<file path="config.mk">
export PLATFORM = sky130hd
export DESIGN_NAME = axi_lite_multiport_arbiter
export DESIGN_NICKNAME = d
export VERILOG_FILES = /design/src/rtl/axi_lite_multiport_arbiter.sv
export SDC_FILE = /design/constraint.sdc
export NUM_CORES = 1
export LEC_CHECK = 0
export ABC_AREA = 1
export CORE_AREA = 2 2 131 133
export CTS_BUF_LIST = sky130_fd_sc_hd__clkbuf_4
export DETAILED_ROUTE_END_ITERATION = 10
export DIE_AREA = 0 0 133 135
export GPL_ROUTABILITY_DRIVEN = 0
export PLACE_DENSITY_LB_ADDON = 0.08
export SLEW_MARGIN = 30
export SYNTH_ARGS = -nofsm -noshare
export SYNTH_HDL_FRONTEND = slang
export SYNTH_SLANG_ARGS = --single-unit
</file>
<file path="constraint.sdc">
create_clock -name CLK -period 2.1 [get_ports CLK]
set_input_delay 0.525 -clock CLK [delete_from_list [all_inputs] [get_ports CLK]]
set_output_delay 0.525 -clock CLK [all_outputs]
set_load 0.1 [all_outputs]
</file>
<file path="src/rtl/axi_lite_multiport_arbiter.sv">
// ---------------------------------------------------------------------------
// axi_lite_multiport_arbiter
//   Shares one AXI4-lite master port between N_PORTS requestors (fetch,
//   load/store, debug, DMA ...). Grants are fixed-priority (port 0 highest)
//   or round-robin, with a single outstanding transaction. A timeout guard
//   aborts any AXI phase that stalls for TIMEOUT_CYC cycles and answers the
//   requestor with response code 2'b11.
//
// Ports
//   CLK, RST            clock (rising edge), synchronous active-high reset
//   req_valid/ready     per-port request handshake (ready is one-hot or 0)
//   req_addr/is_write/  packed per-port request fields, port i in slice i
//   req_strb/req_wdata
//   rsp_valid/ready     per-port response handshake (valid is one-hot or 0)
//   rsp_rdata/rsp_resp  shared response data and AXI response code
//   M_AXI_*             AXI4-lite master channels AW, W, B, AR, R
// ---------------------------------------------------------------------------
module axi_lite_multiport_arbiter #(
  parameter int N_PORTS     = 2,
  parameter int ADDR_W      = 32,
  parameter int DATA_W      = 32,
  parameter int RR_MODE     = 1,
  parameter int TIMEOUT_CYC = 1023
) (
  input  logic                        CLK,
  input  logic                        RST,
  input  logic [N_PORTS-1:0]          req_valid,
  output logic [N_PORTS-1:0]          req_ready,
  input  logic [N_PORTS*ADDR_W-1:0]   req_addr,
  input  logic [N_PORTS-1:0]          req_is_write,
  input  logic [N_PORTS*DATA_W/8-1:0] req_strb,
  input  logic [N_PORTS*DATA_W-1:0]   req_wdata,
  output logic [N_PORTS-1:0]          rsp_valid,
  input  logic [N_PORTS-1:0]          rsp_ready,
  output logic [DATA_W-1:0]           rsp_rdata,
  output logic [1:0]                  rsp_resp,
  output logic [ADDR_W-1:0]           M_AXI_AWADDR,
  output logic [2:0]                  M_AXI_AWPROT,
  output logic                        M_AXI_AWVALID,
  input  logic                        M_AXI_AWREADY,
  output logic [DATA_W-1:0]           M_AXI_WDATA,
  output logic [DATA_W/8-1:0]         M_AXI_WSTRB,
  output logic                        M_AXI_WVALID,
  input  logic                        M_AXI_WREADY,
  input  logic [1:0]                  M_AXI_BRESP,
  input  logic                        M_AXI_BVALID,
  output logic                        M_AXI_BREADY,
  output logic [ADDR_W-1:0]           M_AXI_ARADDR,
  output logic [2:0]                  M_AXI_ARPROT,
  output logic                        M_AXI_ARVALID,
  input  logic                        M_AXI_ARREADY,
  input  logic [DATA_W-1:0]           M_AXI_RDATA,
  input  logic [1:0]                  M_AXI_RRESP,
  input  logic                        M_AXI_RVALID,
  output logic                        M_AXI_RREADY
);

  localparam int STRB_W = DATA_W / 8;
  localparam int PTR_W  = (N_PORTS > 1) ? $clog2(N_PORTS) : 1;
  localparam int TO_W   = (TIMEOUT_CYC > 0) ? $clog2(TIMEOUT_CYC + 1) : 1;

  typedef enum logic [2:0] {IDLE, WR_AW_W, WR_B, RD_AR, RD_R, RSP} state_t;

  state_t              state_reg, state_next;
  logic                aw_done_reg, aw_done_next;
  logic                w_done_reg, w_done_next;
  logic [TO_W-1:0]     cnt_reg, cnt_next;
  logic [PTR_W-1:0]    ptr_reg, ptr_next;
  logic [PTR_W-1:0]    gnt_reg;
  logic [ADDR_W-1:0]   addr_reg;
  logic [STRB_W-1:0]   strb_reg;
  logic [DATA_W-1:0]   wdata_reg;
  logic [DATA_W-1:0]   rsp_rdata_reg, rsp_rdata_next;
  logic [1:0]          rsp_resp_reg, rsp_resp_next;
  logic                accept;
  logic                timed_out;

  // Per-port views of the packed request buses.
  logic [ADDR_W-1:0] addr_arr  [N_PORTS];
  logic [STRB_W-1:0] strb_arr  [N_PORTS];
  logic [DATA_W-1:0] wdata_arr [N_PORTS];

  genvar gi;
  for (gi = 0; gi < N_PORTS; gi++) begin : g_unpack
    assign addr_arr[gi]  = req_addr[gi*ADDR_W +: ADDR_W];
    assign strb_arr[gi]  = req_strb[gi*STRB_W +: STRB_W];
    assign wdata_arr[gi] = req_wdata[gi*DATA_W +: DATA_W];
  end

  // Grant search over a doubled request vector: scanning positions
  // [base, base+N_PORTS) gives "first requester at or after base" with the
  // wrap-around handled without a modulo. Fixed priority uses base 0.
  logic [2*N_PORTS-1:0] req_dbl;
  logic                 grant_found;
  logic [PTR_W-1:0]     grant_idx;
  int                   base_int;

  assign req_dbl = {req_valid, req_valid};

  always_comb begin
    grant_found = 1'b0;
    grant_idx   = '0;
    base_int    = (RR_MODE != 0) ? int'(ptr_reg) : 0;
    for (int j = 0; j < 2*N_PORTS; j++) begin
      if (!grant_found && req_dbl[j] && (j >= base_int) && (j < base_int + N_PORTS)) begin
        grant_found = 1'b1;
        grant_idx   = (j >= N_PORTS) ? PTR_W'(j - N_PORTS) : PTR_W'(j);
      end
    end
  end

  assign timed_out = (TIMEOUT_CYC != 0) && (cnt_reg == TO_W'(TIMEOUT_CYC));

  // Next-state and handshake outputs.
  always_comb begin
    state_next     = state_reg;
    aw_done_next   = aw_done_reg;
    w_done_next    = w_done_reg;
    ptr_next       = ptr_reg;
    rsp_rdata_next = rsp_rdata_reg;
    rsp_resp_next  = rsp_resp_reg;
    cnt_next       = cnt_reg;
    accept         = 1'b0;
    req_ready      = '0;
    rsp_valid      = '0;
    M_AXI_AWVALID  = 1'b0;
    M_AXI_WVALID   = 1'b0;
    M_AXI_BREADY   = 1'b0;
    M_AXI_ARVALID  = 1'b0;
    M_AXI_RREADY   = 1'b0;

    case (state_reg)
      IDLE: begin
        if (grant_found) begin
          req_ready[grant_idx] = 1'b1;
          accept               = 1'b1;
          aw_done_next         = 1'b0;
          w_done_next          = 1'b0;
          state_next           = req_is_write[grant_idx] ? WR_AW_W : RD_AR;
          if (RR_MODE != 0)
            ptr_next = (int'(grant_idx) == N_PORTS - 1) ? '0 : grant_idx + PTR_W'(1);
        end
      end
      WR_AW_W: begin
        M_AXI_AWVALID = !aw_done_reg;
        M_AXI_WVALID  = !w_done_reg;
        if (M_AXI_AWVALID && M_AXI_AWREADY) aw_done_next = 1'b1;
        if (M_AXI_WVALID && M_AXI_WREADY)   w_done_next  = 1'b1;
        if (aw_done_next && w_done_next) begin
          state_next = WR_B;
        end else if (timed_out) begin
          state_next     = RSP;
          rsp_resp_next  = 2'b11;
          rsp_rdata_next = '0;
        end
      end
      WR_B: begin
        M_AXI_BREADY = 1'b1;
        if (M_AXI_BVALID) begin
          state_next     = RSP;
          rsp_resp_next  = M_AXI_BRESP;
          rsp_rdata_next = '0;
        end else if (timed_out) begin
          state_next     = RSP;
          rsp_resp_next  = 2'b11;
          rsp_rdata_next = '0;
        end
      end
      RD_AR: begin
        M_AXI_ARVALID = 1'b1;
        if (M_AXI_ARREADY) begin
          state_next = RD_R;
        end else if (timed_out) begin
          state_next     = RSP;
          rsp_resp_next  = 2'b11;
          rsp_rdata_next = '0;
        end
      end
      RD_R: begin
        M_AXI_RREADY = 1'b1;
        if (M_AXI_RVALID) begin
          state_next     = RSP;
          rsp_resp_next  = M_AXI_RRESP;
          rsp_rdata_next = M_AXI_RDATA;
        end else if (timed_out) begin
          state_next     = RSP;
          rsp_resp_next  = 2'b11;
          rsp_rdata_next = '0;
        end
      end
      RSP: begin
        rsp_valid[gnt_reg] = 1'b1;
        if (rsp_ready[gnt_reg]) state_next = IDLE;
      end
      default: state_next = IDLE;
    endcase

    // The guard counts only while waiting on the bus and restarts on every
    // state change, so each AXI phase gets its own full budget.
    if (state_next != state_reg) begin
      cnt_next = '0;
    end else if ((TIMEOUT_CYC != 0) &&
                 (state_reg == WR_AW_W || state_reg == WR_B ||
                  state_reg == RD_AR   || state_reg == RD_R)) begin
      cnt_next = cnt_reg + TO_W'(1);
    end
  end

  always_ff @(posedge CLK) begin
    if (RST) begin
      state_reg     <= IDLE;
      aw_done_reg   <= 1'b0;
      w_done_reg    <= 1'b0;
      cnt_reg       <= '0;
      ptr_reg       <= '0;
      gnt_reg       <= '0;
      addr_reg      <= '0;
      strb_reg      <= '0;
      wdata_reg     <= '0;
      rsp_rdata_reg <= '0;
      rsp_resp_reg  <= '0;
    end else begin
      state_reg     <= state_next;
      aw_done_reg   <= aw_done_next;
      w_done_reg    <= w_done_next;
      cnt_reg       <= cnt_next;
      ptr_reg       <= ptr_next;
      rsp_rdata_reg <= rsp_rdata_next;
      rsp_resp_reg  <= rsp_resp_next;
      if (accept) begin
        gnt_reg   <= grant_idx;
        addr_reg  <= addr_arr[grant_idx];
        strb_reg  <= strb_arr[grant_idx];
        wdata_reg <= wdata_arr[grant_idx];
      end
    end
  end

  assign rsp_rdata    = rsp_rdata_reg;
  assign rsp_resp     = rsp_resp_reg;
  assign M_AXI_AWADDR = addr_reg;
  assign M_AXI_ARADDR = addr_reg;
  assign M_AXI_WDATA  = wdata_reg;
  assign M_AXI_WSTRB  = strb_reg;
  assign M_AXI_AWPROT = 3'b000;
  assign M_AXI_ARPROT = 3'b000;

endmodule

</file>
==> summary.md, run 1 <==
| Metric | Value |
|---|---|
| Nets | around 1,200 |
| Critical Path End | req_ready[0] |
| Worst setup margin | -47.15 ps |
| Worst-Margin Slew | 587.5 ps |
| EDFF count, synth | 0 |
| Clk network pwr share | 0.151 |
| Area of the core | 0.01641 mm2 |
| Routed wl met2 | 9808 um |
| Most used cell, CP | nand2_1 |
| Endpoints failing setup | 2 |
| Sequential power share | 0.267 |
| Setup TNS | -51.93 ps |
| Arr. time, crit path | 1620 ps |
| Ys flop type | dfxtp_1 |
| Root Driver | clkbuf_4 |
| Synth Cell Area | 0.005449 mm2 |
| I/O Buffers | 327 |
| Maximum VDD drop | 1.093 mV |
| Ys async rst share | 0 |
| Largest net degree at the start of global routing | 70 |
| Setup CP Type | input pin to primary output |
| Leading cell type in the layout, fill and taps excluded | nand2_1 |
| Drt drc | 0 |
| Post-synthesis sequential area ratio | 0.4372 |
| Yosys warns | 0 |
| Worst Path Required | between 1500 and 2000 ps |
| Grt ovf | 0 |
| Clk pin slew, worst setup/hold paths | about 110 ps |
| H-tree depth | 4 |
| Top layer in use | met4 |
| Failing checks | negative setup slack |
| Commonest cells after routing, fill and taps aside | 278 x nand2_1, 183 x clkdlybuf4s50_1, 161 x buf_4, 115 x dfxtp_1, 69 x a31oi_1 |
| 1st-iter DRT viols | 249 |
| Initial core utilization | 0.3321 |
| Die area | 0.01796 mm2 |
| Vias per inst | 4.537 |
| Synth Register Bits | approximately 120 |
| Syn Inst Count | 742 |
| Int Pwr | slightly below 0.005 W |
| Drt first pass iters | 6 |
| Critical-path maximum fanout | 3 |
| Num CTS Buffers | 17 |
| Hold crit path type | flop to flop |
| Global Route Usage Sum | 0.2056 |
| Die X | 133 um |
| R2r setup slk | 150 ps |
| Slew Limit Fails | 0 |
| Max Clk Rate | 465.7 MHz |
| Combinational Power Share | 0.583 |
| Cells along the critical path | clkdlybuf4s50_1 > nand2_1 > nand2_1 > inv_1 > nor2_4 > buf_12 |
| Number of global-route vias before repair | around 5,600 |
| Layout cells sized above 1 | 0.2481 |
| Max-slew headroom | 0.6078 |
| R2R Path Start | state_reg[0]$_SDFF_PP0_ |
| Worst setup SP type | input pin |
| Max clock buf depth | 2 |
| # IOs | around 330 |
| Count of cell types in the netlist | 34 |
| Final hold vios | 0 |
| Leakage | 3.763 nW |
| Crit path launch | req_valid[0] |
| Placed wire-length estimate | 14,240 um |
| Clk sinks | 119 |
| CP max-delay cell | clkdlybuf4s50_1 |
| Largest stage delay on the critical path | ~480 ps |
| RSZ-0062 raised after global routing | yes |
| Net switching power | 0.005651 W |
| Crit. End Element | primary output |
| WP buf/inv | 3 |
| Crit path max-delay family | buffers and inverters |
| Total wire length | 19,280 um |
| Area growth, synth to finish | 67.62% |
| Routed wl met3 | 1368 um |
| Initial antenna violation count | 1 |
| Status | complete, but fails checks |
| Detail Route Antenna Nets | 0 |
| WL/cell | 14.94 um |
| Clock skew | roughly 15 ps |
| Period minus WS final | 2147 ps |
| RR Endpoint | rsp_rdata[26]$_SDFFE_PP0P_ |
| Levels on crit path | 6 |
| Worst R2R Path Depth | 12 |
| First-pass GRT wire length | ~29,000 um |
| Max_cap viols | 0 |
| Rows | 47 |
| TritonCTS clock tree | built |
| Fin util | 0.5567 |
| Syn Area/Cell | 7.344 um2 |
| Period utilisation layout | 1.022 |
| Filler cells | 1,578 |
| Via count | slightly below 6,000 |
| Worst Hold Depth | 2 |
| Met1 wire length | 7730 um |
| Sw frac | 0.5341 |
| Die H | 135 um |
| Worst-Skew Late Latency | roughly 530 ps |
| Cell Pwr Density | 1158 mW/mm2 |
synth_stat cells, types with 6 or more instances:
cell type	instances	area share
nand3_1	49	0.045
clkbuf_1	24	0.017
nor2_2	13	0.015
a21oi_1	43	0.039
nor2_4	6	0.012
nor2_1	15	0.010
inv_1	29	0.020
a31oi_1	69	0.079
dfxtp_1	119	0.44
buf_2	10	0.0092
buf_4	43	0.059
nand2_1	279	0.19
inv_2	6	0.0041
tightest hold or removal path: cells and delay by family (launching register included):
family             cells  cell delay [ps]
DFF                    1              330
and+or+nand+nor        1               60
AOI/OAI and AO/OA      1               60
power by group through the flow:
| stage | logic [W] | clock network [W] | registers [W] |
|---|---|---|---|
| floorplan | 0.00251 | 0 | 0.00479 |
| global placement | 0.00598 | 0 | 0.00286 |
| detailed placement | 0.00600 | 0 | 0.00285 |
| CTS | 0.00606 | 0.00167 | 0.00282 |
| global route | 0.00643 | 0.00176 | 0.00287 |
| finish | 0.00617 | 0.00159 | 0.00282 |
metal layers:
metal / track usage / vias to the layer above
li1: - / 3011
met1: 0.2320 / 2612
met2: 0.3636 / 202
met3: 0.06719 / 28
met4: 0.07407 / 0
met5: 0 / -
worst min path at each step:
stage,endpoint,startpoint
global route,rsp_rdata[2]$_SDFFE_PP0P_,RST
CTS,rsp_rdata[15]$_SDFFE_PP0P_,RST
floorplan,ptr_reg$_SDFFE_PP0P_,ptr_reg$_SDFFE_PP0P_
detailed placement,ptr_reg$_SDFFE_PP0P_,ptr_reg$_SDFFE_PP0P_
global placement,ptr_reg$_SDFFE_PP0P_,ptr_reg$_SDFFE_PP0P_
finish,ptr_reg$_SDFFE_PP0P_,ptr_reg$_SDFFE_PP0P_
stage by stage:
stage / power [W] / worst slack [ps] / instance area (um2) / std cells / hold WS, ps
after floorplan: 0.007304 / -280.8 / 5473 / 747 / 444.5
after global placement: 0.008840 / -57.79 / 8628 / 1237 / 453.2
after detailed placement: 0.008847 / -66.27 / 8628 / 1237 / 465.2
after CTS: 0.01056 / -104.4 / 8981 / 1273 / 433.9
after global routing: 0.01106 / -124.9 / 9134 / 1290 / 444.9
final: 0.01058 / -47.15 / 9134 / 1290 / 480.6
timing repair:
action,4_1_cts,5_1_grt
pin swaps,4,7
endpoints found under the setup margin,8,20
setup buffers,4,15
gates resized for setup,16,10
hold buffers,0,0
cell families (layout without fill, tap and decap cells):
family	Yosys count	after routing	share of synthesized area
compound gates	118	118	0.1286
xor+xnor	8	8	0.01424
fa+ha+maj	1	1	0.002296
buf+inv	119	440	0.1180
flops	119	119	0.4372
other cells	1	8	0.0006882
simple gates	376	376	0.2990
cell type report:
cell class	instances	area [um2]	share of cell area
timing repair buffer	372	3552	0.3889
multi-input combinational	509	2507	0.2745
sequential	119	2392	0.2619
tap	220	275.3	0.03014
inverter	36	137.6	0.01507
clock inverter	15	136.4	0.01493
clock buffer	17	127.6	0.01397
antenna	2	5.005	0.0005479
No activity file was read; power rests on OpenSTA's default activity.
==> run 2: changes to the inputs <==
==> constraint.sdc (replaced) <==
create_clock -name CLK -period 2.3 [get_ports CLK]
set_input_delay 0.575 -clock CLK [delete_from_list [all_inputs] [get_ports CLK]]
set_output_delay 0.575 -clock CLK [all_outputs]
set_load 0.1 [all_outputs]
==> summary.md, run 2 (same netlist as run 1, synthesis figures left out) <==
| Metric | Value |
|---|---|
| I/O Buffers | 327 |
| Number of global-route vias before repair | roughly 5,400 |
| Worst-Margin Slew | 545.1 ps |
| Drt first pass iters | 5 |
| # IOs | 334 |
| Worst-Skew Late Latency | 540 ps |
| Final hold vios | 0 |
| Worst setup SP type | input pin |
| Net switching power | a little over 0.005 W |
| Rows | 47 |
| Combinational Power Share | 0.570 |
| WL/cell | 14.97 um |
| Layout cells sized above 1 | 0.2302 |
| Num CTS Buffers | 17 |
| Max Clk Rate | 445.2 MHz |
| Largest net degree at the start of global routing | 73 |
| Crit path max-delay family | buffers and inverters |
| Max_cap viols | 0 |
| Status | completed |
| Vias per inst | 4.560 |
| Area of the core | 0.01641 mm2 |
| Slew Limit Fails | 0 |
| Total wire length | ~19,000 um |
| Drt drc | 0 |
| CP max-delay cell | clkdlybuf4s50_1 |
| Clk network pwr share | 0.159 |
| Arr. time, crit path | 1670 ps |
| Most used cell, CP | nor2_4 |
| 1st-iter DRT viols | 236 |
| Largest stage delay on the critical path | 500 ps |
| Filler cells | around 1,600 |
| Cell Pwr Density | 1069 mW/mm2 |
| R2r setup slk | approximately 460 ps |
| WP buf/inv | 3 |
| Cells along the critical path | clkdlybuf4s50_1 > nor2_1 > nor2_4 > inv_2 > nor2_4 > buf_12 |
| Leading cell type in the layout, fill and taps excluded | nand2_1 |
| Via count | 5,782 |
| Period utilisation layout | 0.9767 |
| Leakage | 3.624 nW |
| First-pass GRT wire length | 28,930 um |
| Initial core utilization | 0.3321 |
| Area growth, synth to finish | 62.69% |
| TritonCTS clock tree | built |
| Initial antenna violation count | 1 |
| Hold crit path type | flop to flop |
| Worst Path Required | 1730 ps |
| Max-slew headroom | 0.6366 |
| Die H | between 100 and 150 um |
| Detail Route Antenna Nets | 0 |
| Placed instance area | ~0.0085 mm2 |
| Int Pwr | approximately 0.0044 W |
| Placed wire-length estimate | 13,840 um |
| Endpoints failing setup | 0 |
| Commonest cells after routing, fill and taps aside | 279 x nand2_1, 183 x clkdlybuf4s50_1, 149 x buf_4, 117 x dfxtp_1, 69 x a31oi_1 |
| # hold bufs at CTS | 0 |
| Clk pin slew, worst setup/hold paths | around 110 ps |
| Max clock buf depth | 2 |
| Total power | 0.009479 W |
| Dpl ws | about 22 ps |
| Worst setup margin | 53.65 ps |
| Crit. End Element | primary output |
| Fin util | 0.5403 |
| Setup CP Type | input pin to primary output |
| Global Route Usage Sum | 0.2053 |
| Sw frac | 0.5382 |
| Final instance area | 0.008865 mm2 |
| Nets | ~1,200 |
| Clock skew | 24.15 ps |
| H-tree depth | 4 |
| Period minus WS final | 2246 ps |
| Root Driver | clkbuf_4 |
| Maximum VDD drop | 1.091 mV |
| Setup TNS | 0 ps |
| Die X | 133 um |
| RSZ-0062 raised after global routing | yes |
| Clk sinks | around 120 |
| Sequential power share | 0.271 |
| Critical-path maximum fanout | 3 |
| Grt ovf | 0 |
| Die area | about 0.018 mm2 |
run 2: cell type report:
class                      instances  area (um2)  area share
sequential                       119        2390      0.2696
antenna                            1       2.502   0.0002823
multi-input combinational        509        2457      0.2772
timing repair buffer             351        3331      0.3757
inverter                          36       135.1     0.01524
clock buffer                      19       142.6     0.01609
tap                              220       275.3     0.03105
clock inverter                    13       131.4     0.01482
run 2: power groups by stage:
stage | sequential [W] | clock, W | combinational, W
after global placement | 0.00262 | 0 | 0.00536
after CTS | 0.00258 | 0.00156 | 0.00539
after detailed placement | 0.00261 | 0 | 0.00537
after floorplan | 0.00438 | 0 | 0.00229
final | 0.00257 | 0.00151 | 0.00541
after global routing | 0.00261 | 0.00166 | 0.00565
run 2: routing by layer:
metal / up-vias / routed length [um] / track usage
met5: - / 0 / 0
met4: 0 / 211 / 0.05197
met3: 14 / 1551 / 0.07920
met2: 191 / 9806 / 0.3644
met1: 2617 / 7406 / 0.2316
li1: 2960 / - / -
run 2: worst paths after layout:
check | start | end | cells after the start
worst min register to register | rsp_rdata[31]$_SDFFE_PP0P_ | rsp_rdata[31]$_SDFFE_PP0P_ | 2
worst min-delay path | rsp_rdata[31]$_SDFFE_PP0P_ | rsp_rdata[31]$_SDFFE_PP0P_ | 2
worst max-delay path | req_valid[1] | req_ready[0] | 6
worst max register to register | cnt_reg[0]$_SDFFE_PP0P_ | rsp_rdata[17]$_SDFFE_PP0P_ | 9
run 2: what timing repair did:
item	4_1_cts	5_1_grt
setup endpoints to repair	3	3
pin swaps	1	3
buffers inserted	1	5
resized for setup	4	1
run 2: through the flow:
stage / instances / hold WS (ps)
global route: 1268 / 485.2
finish: 1268 / 482.4
CTS: 1262 / 481.3
global placement: 1229 / 456.7
floorplan: 747 / 444.5
detailed placement: 1229 / 472.4
run 2: worst register-to-register path: stages, from the launching register on:
cell,delay [ps]
dfxtp_1,410
ha_1,260
inv_1,60
nor2_1,140
nand3_1,170
inv_1,130
nand4_4,200
buf_12,230
nand3_1,80
a21oi_1,60
